$ cat src/rtl/ps2_pkg.sv
// -----------------------------------------------------------------------------
// ps2_pkg
// Shared definitions for the PS/2 keyboard receiver:
//   - scan-code prefix bytes (extended / break)
//   - deframer state encoding
//   - key event entry layout {ext, brk, code[7:0]} (10 bits)
//   - odd-parity helper used when closing a frame
// -----------------------------------------------------------------------------
package ps2_pkg;

    localparam logic [7:0] PS2_EXT_PREFIX   = 8'hE0;
    localparam logic [7:0] PS2_BREAK_PREFIX = 8'hF0;
    localparam int         PS2_EVT_W        = 10;

    typedef enum logic [1:0] {
        IDLE   = 2'd0,
        DATA   = 2'd1,
        PARITY = 2'd2,
        STOP   = 2'd3
    } ps2_state_e;

    typedef struct packed {
        logic       ext;
        logic       brk;
        logic [7:0] code;
    } ps2_event_t;

    // PS/2 uses odd parity: data bits plus parity bit hold an odd number of ones.
    function automatic logic odd_parity_ok(input logic [7:0] data_byte, input logic par_bit);
        return ^{data_byte, par_bit};
    endfunction

endpackage

$ cat src/rtl/ps2_sync_filter.sv
// -----------------------------------------------------------------------------
// ps2_sync_filter
// Brings one raw asynchronous PS/2 line into the clock domain through a 2-FF
// synchroniser, then glitch-filters it: the filtered output only changes after
// FILTER_LEN consecutive synchronised samples disagree with it.
// Ports:
//   clock   system clock
//   reset   asynchronous active-low reset (filtered output resets to 1)
//   raw_i   raw asynchronous line
//   filt_o  synchronised, filtered line (registered)
// -----------------------------------------------------------------------------
module ps2_sync_filter #(
    parameter int FILTER_LEN = 8
) (
    input  logic clock,
    input  logic reset,
    input  logic raw_i,
    output logic filt_o
);

    logic [1:0] sync_q;
    logic [7:0] cnt_q;
    logic       filt_q;

    // Synchroniser plus run-length counter of samples that differ from the output.
    always_ff @(posedge clock or negedge reset) begin
        if (!reset) begin
            sync_q <= 2'b11;
            cnt_q  <= 8'd0;
            filt_q <= 1'b1;
        end else begin
            sync_q <= {sync_q[0], raw_i};
            if (sync_q[1] != filt_q) begin
                // The FILTER_LEN-th differing sample flips the output.
                if (cnt_q == 8'(FILTER_LEN - 1)) begin
                    filt_q <= ~filt_q;
                    cnt_q  <= 8'd0;
                end else begin
                    cnt_q  <= cnt_q + 8'd1;
                end
            end else begin
                cnt_q <= 8'd0;
            end
        end
    end

    assign filt_o = filt_q;

endmodule

$ cat src/rtl/ps2_scan_receiver.sv
// -----------------------------------------------------------------------------
// ps2_scan_receiver
// PS/2 keyboard receiver: conditions ps2_clock/ps2_data, deframes 11-bit frames
// (start, 8 data LSB-first, odd parity, stop) with a frame timeout, decodes the
// E0 (extended) and F0 (break) prefixes, and queues key events in a
// first-word-fall-through FIFO.
// Optional build macro: PS2_TYPEMATIC_FILTER_EN drops auto-repeat makes of the
// most recently pushed make until that key is released or another key is made.
// Ports:
//   clock, reset           system clock, asynchronous active-low reset
//   ps2_clock, ps2_data    raw PS/2 lines
//   rd_en                  pop head event (ignored when empty)
//   code_valid             FIFO not empty
//   code/code_break/code_ext  head event fields (0 when empty)
//   fifo_count             entries held, 0..FIFO_DEPTH
//   parity_err/frame_err/overflow  one-cycle error pulses
// -----------------------------------------------------------------------------
module ps2_scan_receiver
    import ps2_pkg::*;
#(
    parameter  int FILTER_LEN     = 8,
    parameter  int TIMEOUT_CYCLES = 50000,
    parameter  int FIFO_DEPTH     = 8,
    localparam int FIFO_AW        = $clog2(FIFO_DEPTH)
) (
    input  logic             clock,
    input  logic             reset,
    input  logic             ps2_clock,
    input  logic             ps2_data,
    input  logic             rd_en,
    output logic             code_valid,
    output logic [7:0]       code,
    output logic             code_break,
    output logic             code_ext,
    output logic [FIFO_AW:0] fifo_count,
    output logic             parity_err,
    output logic             frame_err,
    output logic             overflow
);

    localparam int               TW       = $clog2(TIMEOUT_CYCLES + 1);
    localparam logic [TW-1:0]    TO_LAST  = TW'(TIMEOUT_CYCLES - 1);
    localparam logic [FIFO_AW:0] CNT_FULL = (FIFO_AW + 1)'(FIFO_DEPTH);
    localparam logic [FIFO_AW:0] CNT_ONE  = (FIFO_AW + 1)'(1);
    localparam logic [FIFO_AW-1:0] PTR_ONE = FIFO_AW'(1);

    // ---------------- input conditioning ----------------
    logic clk_f_s;
    logic dat_f_s;

    ps2_sync_filter #(.FILTER_LEN(FILTER_LEN)) u_clk_filt (
        .clock (clock),
        .reset (reset),
        .raw_i (ps2_clock),
        .filt_o(clk_f_s)
    );

    ps2_sync_filter #(.FILTER_LEN(FILTER_LEN)) u_dat_filt (
        .clock (clock),
        .reset (reset),
        .raw_i (ps2_data),
        .filt_o(dat_f_s)
    );

    // ---------------- deframer ----------------
    ps2_state_e  state_q;
    logic        clk_prev_q;
    logic [2:0]  bit_idx_q;
    logic [7:0]  shift_q;
    logic        par_q;
    logic [7:0]  byte_q;
    logic        byte_done_q;
    logic        parity_err_q;
    logic        frame_err_q;
    logic [TW-1:0] to_cnt_q;
    logic        strobe_s;
    logic        to_hit_s;

    assign strobe_s = clk_prev_q & ~clk_f_s;
    // Timeout fires on the cycle the idle-edge counter would reach TIMEOUT_CYCLES.
    assign to_hit_s = (state_q != IDLE) && !strobe_s && (to_cnt_q == TO_LAST);

    // Frame FSM, edge detector, timeout counter and error pulses.
    always_ff @(posedge clock or negedge reset) begin
        if (!reset) begin
            state_q      <= IDLE;
            clk_prev_q   <= 1'b1;
            bit_idx_q    <= 3'd0;
            shift_q      <= 8'h00;
            par_q        <= 1'b0;
            byte_q       <= 8'h00;
            byte_done_q  <= 1'b0;
            parity_err_q <= 1'b0;
            frame_err_q  <= 1'b0;
            to_cnt_q     <= '0;
        end else begin
            clk_prev_q   <= clk_f_s;
            byte_done_q  <= 1'b0;
            parity_err_q <= 1'b0;
            frame_err_q  <= 1'b0;
            if (strobe_s || (state_q == IDLE)) begin
                to_cnt_q <= '0;
            end else begin
                to_cnt_q <= to_cnt_q + TW'(1);
            end

            if (to_hit_s) begin
                frame_err_q <= 1'b1;
                state_q     <= IDLE;
            end else if (strobe_s) begin
                case (state_q)
                    IDLE: begin
                        if (!dat_f_s) begin
                            state_q   <= DATA;
                            bit_idx_q <= 3'd0;
                        end else begin
                            state_q   <= IDLE;
                        end
                    end
                    DATA: begin
                        shift_q   <= {dat_f_s, shift_q[7:1]};
                        bit_idx_q <= bit_idx_q + 3'd1;
                        if (bit_idx_q == 3'd7) begin
                            state_q <= PARITY;
                        end else begin
                            state_q <= DATA;
                        end
                    end
                    PARITY: begin
                        par_q   <= dat_f_s;
                        state_q <= STOP;
                    end
                    STOP: begin
                        // A bad stop bit outranks a parity failure.
                        if (!dat_f_s) begin
                            frame_err_q <= 1'b1;
                        end else if (!odd_parity_ok(shift_q, par_q)) begin
                            parity_err_q <= 1'b1;
                        end else begin
                            byte_q      <= shift_q;
                            byte_done_q <= 1'b1;
                        end
                        state_q <= IDLE;
                    end
                    default: state_q <= IDLE;
                endcase
            end
        end
    end

    // ---------------- prefix decoder ----------------
    logic       ext_q;
    logic       brk_q;
    logic       err_s;
    logic       push_cand_s;
    logic       rep_s;
    logic       push_req_s;
    ps2_event_t evt_s;

    assign err_s       = parity_err_q | frame_err_q;
    assign push_cand_s = byte_done_q && (byte_q != PS2_EXT_PREFIX) && (byte_q != PS2_BREAK_PREFIX);
    assign evt_s       = {ext_q, brk_q, byte_q};
    assign push_req_s  = push_cand_s && !rep_s;

    // Pending prefix flags; errors abandon any half-built prefix sequence.
    always_ff @(posedge clock or negedge reset) begin
        if (!reset) begin
            ext_q <= 1'b0;
            brk_q <= 1'b0;
        end else if (err_s) begin
            ext_q <= 1'b0;
            brk_q <= 1'b0;
        end else if (byte_done_q) begin
            if (byte_q == PS2_EXT_PREFIX) begin
                ext_q <= 1'b1;
            end else if (byte_q == PS2_BREAK_PREFIX) begin
                brk_q <= 1'b1;
            end else begin
                ext_q <= 1'b0;
                brk_q <= 1'b0;
            end
        end else begin
            ext_q <= ext_q;
            brk_q <= brk_q;
        end
    end

`ifdef PS2_TYPEMATIC_FILTER_EN
    logic [8:0] last_key_q;
    logic       last_vld_q;

    assign rep_s = push_cand_s && !brk_q && last_vld_q && (last_key_q == {ext_q, byte_q});

    // Remember the last make; its own break (or reset) rearms the repeat filter.
    always_ff @(posedge clock or negedge reset) begin
        if (!reset) begin
            last_key_q <= 9'd0;
            last_vld_q <= 1'b0;
        end else if (push_cand_s && !brk_q) begin
            last_key_q <= {ext_q, byte_q};
            last_vld_q <= 1'b1;
        end else if (push_cand_s && brk_q && (last_key_q == {ext_q, byte_q})) begin
            last_vld_q <= 1'b0;
        end else begin
            last_vld_q <= last_vld_q;
        end
    end
`else
    assign rep_s = 1'b0;
`endif

    // ---------------- event FIFO ----------------
    ps2_event_t         mem_q [FIFO_DEPTH];
    logic [FIFO_AW-1:0] wr_ptr_q;
    logic [FIFO_AW-1:0] rd_ptr_q;
    logic [FIFO_AW:0]   count_q;
    logic [FIFO_AW:0]   count_d;
    logic               overflow_q;
    logic               pop_s;
    logic               full_s;
    logic               do_push_s;
    logic               ovf_s;
    ps2_event_t         head_s;

    assign pop_s     = rd_en && (count_q != '0);
    assign full_s    = (count_q == CNT_FULL);
    // A pop in the same cycle frees the slot the push needs.
    assign do_push_s = push_req_s && (!full_s || pop_s);
    assign ovf_s     = push_req_s && full_s && !pop_s;
    assign head_s    = mem_q[rd_ptr_q];

    // Next occupancy from the push/pop pair.
    always_comb begin
        count_d = count_q;
        case ({do_push_s, pop_s})
            2'b10:   count_d = count_q + CNT_ONE;
            2'b01:   count_d = count_q - CNT_ONE;
            default: count_d = count_q;
        endcase
    end

    // FIFO storage, pointers, occupancy and overflow pulse.
    always_ff @(posedge clock or negedge reset) begin
        if (!reset) begin
            for (int i = 0; i < FIFO_DEPTH; i++) begin
                mem_q[i] <= '0;
            end
            wr_ptr_q   <= '0;
            rd_ptr_q   <= '0;
            count_q    <= '0;
            overflow_q <= 1'b0;
        end else begin
            if (do_push_s) begin
                mem_q[wr_ptr_q] <= evt_s;
                wr_ptr_q        <= wr_ptr_q + PTR_ONE;
            end
            if (pop_s) begin
                rd_ptr_q <= rd_ptr_q + PTR_ONE;
            end
            count_q    <= count_d;
            overflow_q <= ovf_s;
        end
    end

    // Head fields are forced to zero while the queue is empty.
    always_comb begin
        code       = 8'h00;
        code_break = 1'b0;
        code_ext   = 1'b0;
        if (count_q != '0) begin
            code       = head_s.code;
            code_break = head_s.brk;
            code_ext   = head_s.ext;
        end else begin
            code       = 8'h00;
            code_break = 1'b0;
            code_ext   = 1'b0;
        end
    end

    assign code_valid = (count_q != '0);
    assign fifo_count = count_q;
    assign parity_err = parity_err_q;
    assign frame_err  = frame_err_q;
    assign overflow   = overflow_q;

endmodule

$ cat config.mk
export PLATFORM = sky130hd
export DESIGN_NAME = ps2_scan_receiver
export DESIGN_NICKNAME = d
export VERILOG_FILES = /design/src/rtl/ps2_pkg.sv /design/src/rtl/ps2_sync_filter.sv /design/src/rtl/ps2_scan_receiver.sv
export SDC_FILE = /design/constraint.sdc
export NUM_CORES = 1
export LEC_CHECK = 0
export ABC_AREA = 1
export CAP_MARGIN = 15
export CORE_UTILIZATION = 57
export CTS_BUF_LIST = sky130_fd_sc_hd__clkbuf_8
export DETAILED_ROUTE_END_ITERATION = 6
export PLACE_DENSITY = 0.81
export SYNTH_ARGS = -nofsm -noshare
export SYNTH_HDL_FRONTEND = slang
export SYNTH_SLANG_ARGS = --single-unit
$ cat constraint.sdc
create_clock -name clock -period 2.2 [get_ports clock]
set_input_delay 0.66 -clock clock [delete_from_list [all_inputs] [get_ports clock]]
set_output_delay 0.66 -clock clock [all_outputs]
set_load 0.01 [all_outputs]
==> impl_metrics.csv <==
group,metric,value,unit
pwr,leakage,3.94,nW
yosys,syn_nets,867,
timing,rsz0062_at_grt,"yes",
drt,drt-pass1-iter-count,5,
final_layout,layout_commonest_cell,"nand2_1",
yosys,ys_warn_count,0,
pwr,clkPwrFrac,0.235,
drt,vias_per_cell,5.61,
clock_tree,cts_buffers,17,
pwr,pwr-share-comb,0.400,
placed_design,dp_worst_setup_slack,-0.251,ns
final_layout,final_nets,935,
pwr,power.internal,0.00571,W
timing,fmax,0.394,GHz
timing,period_minus_slack,2.54,ns
pwr,vdd_drop_max,0.729,mV
critical_path,cp_slowest_cell,"dfrtp_2",
worst_hold_path,hp-class,"input pin to async pin",
pwr,switchingPower,0.00323,W
clock_tree,h-tree-depth,4,
drt,drc,0,
placed_design,portBuffers,22,
grt,grt_pass1_wl,28200,um
yosys,synthArstFlopShare,1.00,
yosys,synth_cell_types,38,
drt,ant_nets,0,
timing,fin_ws,-0.337,ns
yosys,ys_seq_area_frac,0.537,
die,dieArea,13300,um^2
critical_path,crit_fanout,5,
die,rows,41,
placed_design,place_congestion,0.832,
yosys,syn_area_per_cell,8.60,um^2
critical_path,crit_chain,"clkinv_4 -> buf_6 -> buf_4 -> o21ai_1 -> a31oi_1 -> buf_2",
drt,wire_per_inst,15.3,um
yosys,netlist_area,7330,um^2
critical_path,crit_path_start_kind,"register",
grt,grt_pass1_vias,5960,
final_layout,final_cell_mix,"189 x nand2_1, 146 x dfrtp_1, 88 x nor2_1",
die,die_w,115,um
final_layout,area_delta_synth_final,19.5,%
clock_tree,cts_tree,"built",
timing,hold_viol,0,
grt,grt_max_degree,47,
die,ios,23,
grt,antenna_found_initial,0,
yosys,synth_edf_count,0,
clock_tree,path_clk_slew,0.08,ns
timing,finalSetupViolations,13,
timing,finalCritPeriodShare,1.15,
timing,final.setup.tns,-2.63,ns
clock_tree,clockBufferDepth,2,
yosys,yosys_register_bits,157,
die,fp.dieH,115,um
pwr,powerDensity,1020,nW/um^2
critical_path,cpPeakStageDelay,0.45,ns
final_layout,final_cell_area,8760,um^2
drt,wirelength,16900,um
yosys,syn_inst,852,
die,coreArea,12600,um^2
drt,num_vias,6194,
run_status,violations,"setup timing",
flow_run,cap_violations,0,
final_layout,drive_above_1_share,0.182,
clock_tree,numClockSinks,157,
final_layout,diodes,0,
yosys,ys_dominant_reg_cell,"dfrtp_1",
timing,slew_headroom,0.606,
critical_path,cp.required,1.54,ns
critical_path,critPathKind,"register to output port",
timing,clock_skew,0.0106,ns
critical_path,arrival,1.88,ns
placed_design,detailed_place_hpwl,10700,um
clock_tree,hold_buffers,0,
timing,worstMarginPinSlew,0.586,ns
grt,grt_use_total,0.278,
pwr,swShare,0.361,
pwr,p_seq_frac,0.365,
clock_tree,clk_latency,0.46,ns
clock_tree,cts-root-buf,"clkbuf_8",
critical_path,end_kind,"output port",
grt,overflow,0,
placed_design,dpl_cell_area,8090,um^2
die,start_util,0.583,
timing,slew_violations,0,
timing,holdWs,0.128,ns
run_status,outcome,"finished with violations",
drt,drt_iter0_drc,712,
==> cell usage after synthesis (3+ instances only) <==
library cell | n | share of area
ha_1 | 10 | 0.017
nand2_1 | 189 | 0.097
clkbuf_1 | 14 | 0.0072
o21ai_0 | 121 | 0.083
xor2_1 | 8 | 0.0096
buf_6 | 8 | 0.012
a21oi_1 | 19 | 0.013
dfrtp_1 | 150 | 0.51
inv_1 | 61 | 0.031
xnor2_1 | 5 | 0.0060
o21ai_1 | 42 | 0.029
buf_4 | 8 | 0.0082
nor2_1 | 102 | 0.052
nor3b_1 | 3 | 0.0031
nor3_1 | 8 | 0.0055
dfstp_2 | 7 | 0.025
nand3_1 | 28 | 0.019
nor4_1 | 6 | 0.0051
nand4_1 | 11 | 0.0094
nand3_2 | 10 | 0.014
o22ai_1 | 10 | 0.0085
a31oi_1 | 10 | 0.0085
==> area by class of cell <==
class / count / area [um^2]
Multi-Input combinational cell: 600 / 3110
Inverter: 63 / 241
Sequential cell: 157 / 3940
Clock buffer: 19 / 262
Clock inverter: 13 / 125
Timing Repair Buffer: 81 / 862
Tap cell: 172 / 215
Fill cell: 918 / 3810
==> flip-flops by register name, indices dropped and copies added (netlist names), 3 cells and up <==
register	flops
mem_q	80
to_cnt_q	16
byte_q	8
shift_q	8
u_clk_filt.cnt_q	8
u_dat_filt.cnt_q	8
fifo_count	4
bit_idx_q	3
rd_ptr_q	3
wr_ptr_q	3
==> routing by layer <==
metal,up-vias,track usage,share of wire
met5,-,0,0
met4,0,0.124,0.033
met3,57,0.0685,0.058
met2,240,0.457,0.49
met1,2929,0.348,0.42
li1,2968,-,-
==> power groups by stage <==
stage               sequential [W]  combinational (W)  clock (W)
floorplan                  0.00332            0.00164          0
global placement           0.00328            0.00290          0
detailed placement         0.00330            0.00297          0
CTS                        0.00326            0.00329    0.00213
global route               0.00329            0.00391    0.00226
finish                     0.00326            0.00358    0.00211
==> kinds of logic after synthesis <==
kind of cell,Yosys count,synth area share
buffers and inverters,96,0.0616
AOI/OAI and AO/OA,206,0.146
adders and majority gates,10,0.0171
DFF,157,0.537
and+or+nand+nor,370,0.223
xor gates and xnor gates,13,0.0155
==> repair_timing <==
item                       in CTS  in global routing
setup endpoints to repair      12                 15
gates resized for setup        93                 48
setup buffers                   6                  2
cloned                          4                  0
pin swaps                      18                 17
==> worst paths after layout <==
| check | from | to | slack, ns | depth (start not counted) |
|---|---|---|---|---|
| hold / removal | reset | rd_ptr_q[2] | 0.13 | 1 |
| max in group asynchronous | reset | u_dat_filt.filt_o | 1.38 | 2 |
| setup reg to reg | fifo_count[1] | fifo_count[2] | -0.08 | 12 |
| hold reg to reg | u_dat_filt.sync_q[0] | u_dat_filt.sync_q[1] | 0.36 | 0 |
| min in group clock | u_dat_filt.sync_q[0] | u_dat_filt.sync_q[1] | 0.36 | 0 |
| setup / recovery | rd_ptr_q[0] | code_break | -0.34 | 6 |
==> through the flow <==
stage                      util  std cells  power (W)
after floorplan               -        852    0.00496
after global placement    0.644       1062    0.00618
after detailed placement  0.644       1062    0.00627
after CTS                 0.689       1104    0.00868
after global routing      0.697       1105    0.00946
final                     0.697       1105    0.00895
==> worst max-delay path: cells and delay by family (launching register included) <==
| family | cells | cell delay, ns |
|---|---|---|
| buf+inv | 4 | 0.58 |
| flops | 1 | 0.45 |
| compound gates | 2 | 0.39 |
Power figures use the tool's default switching activity.
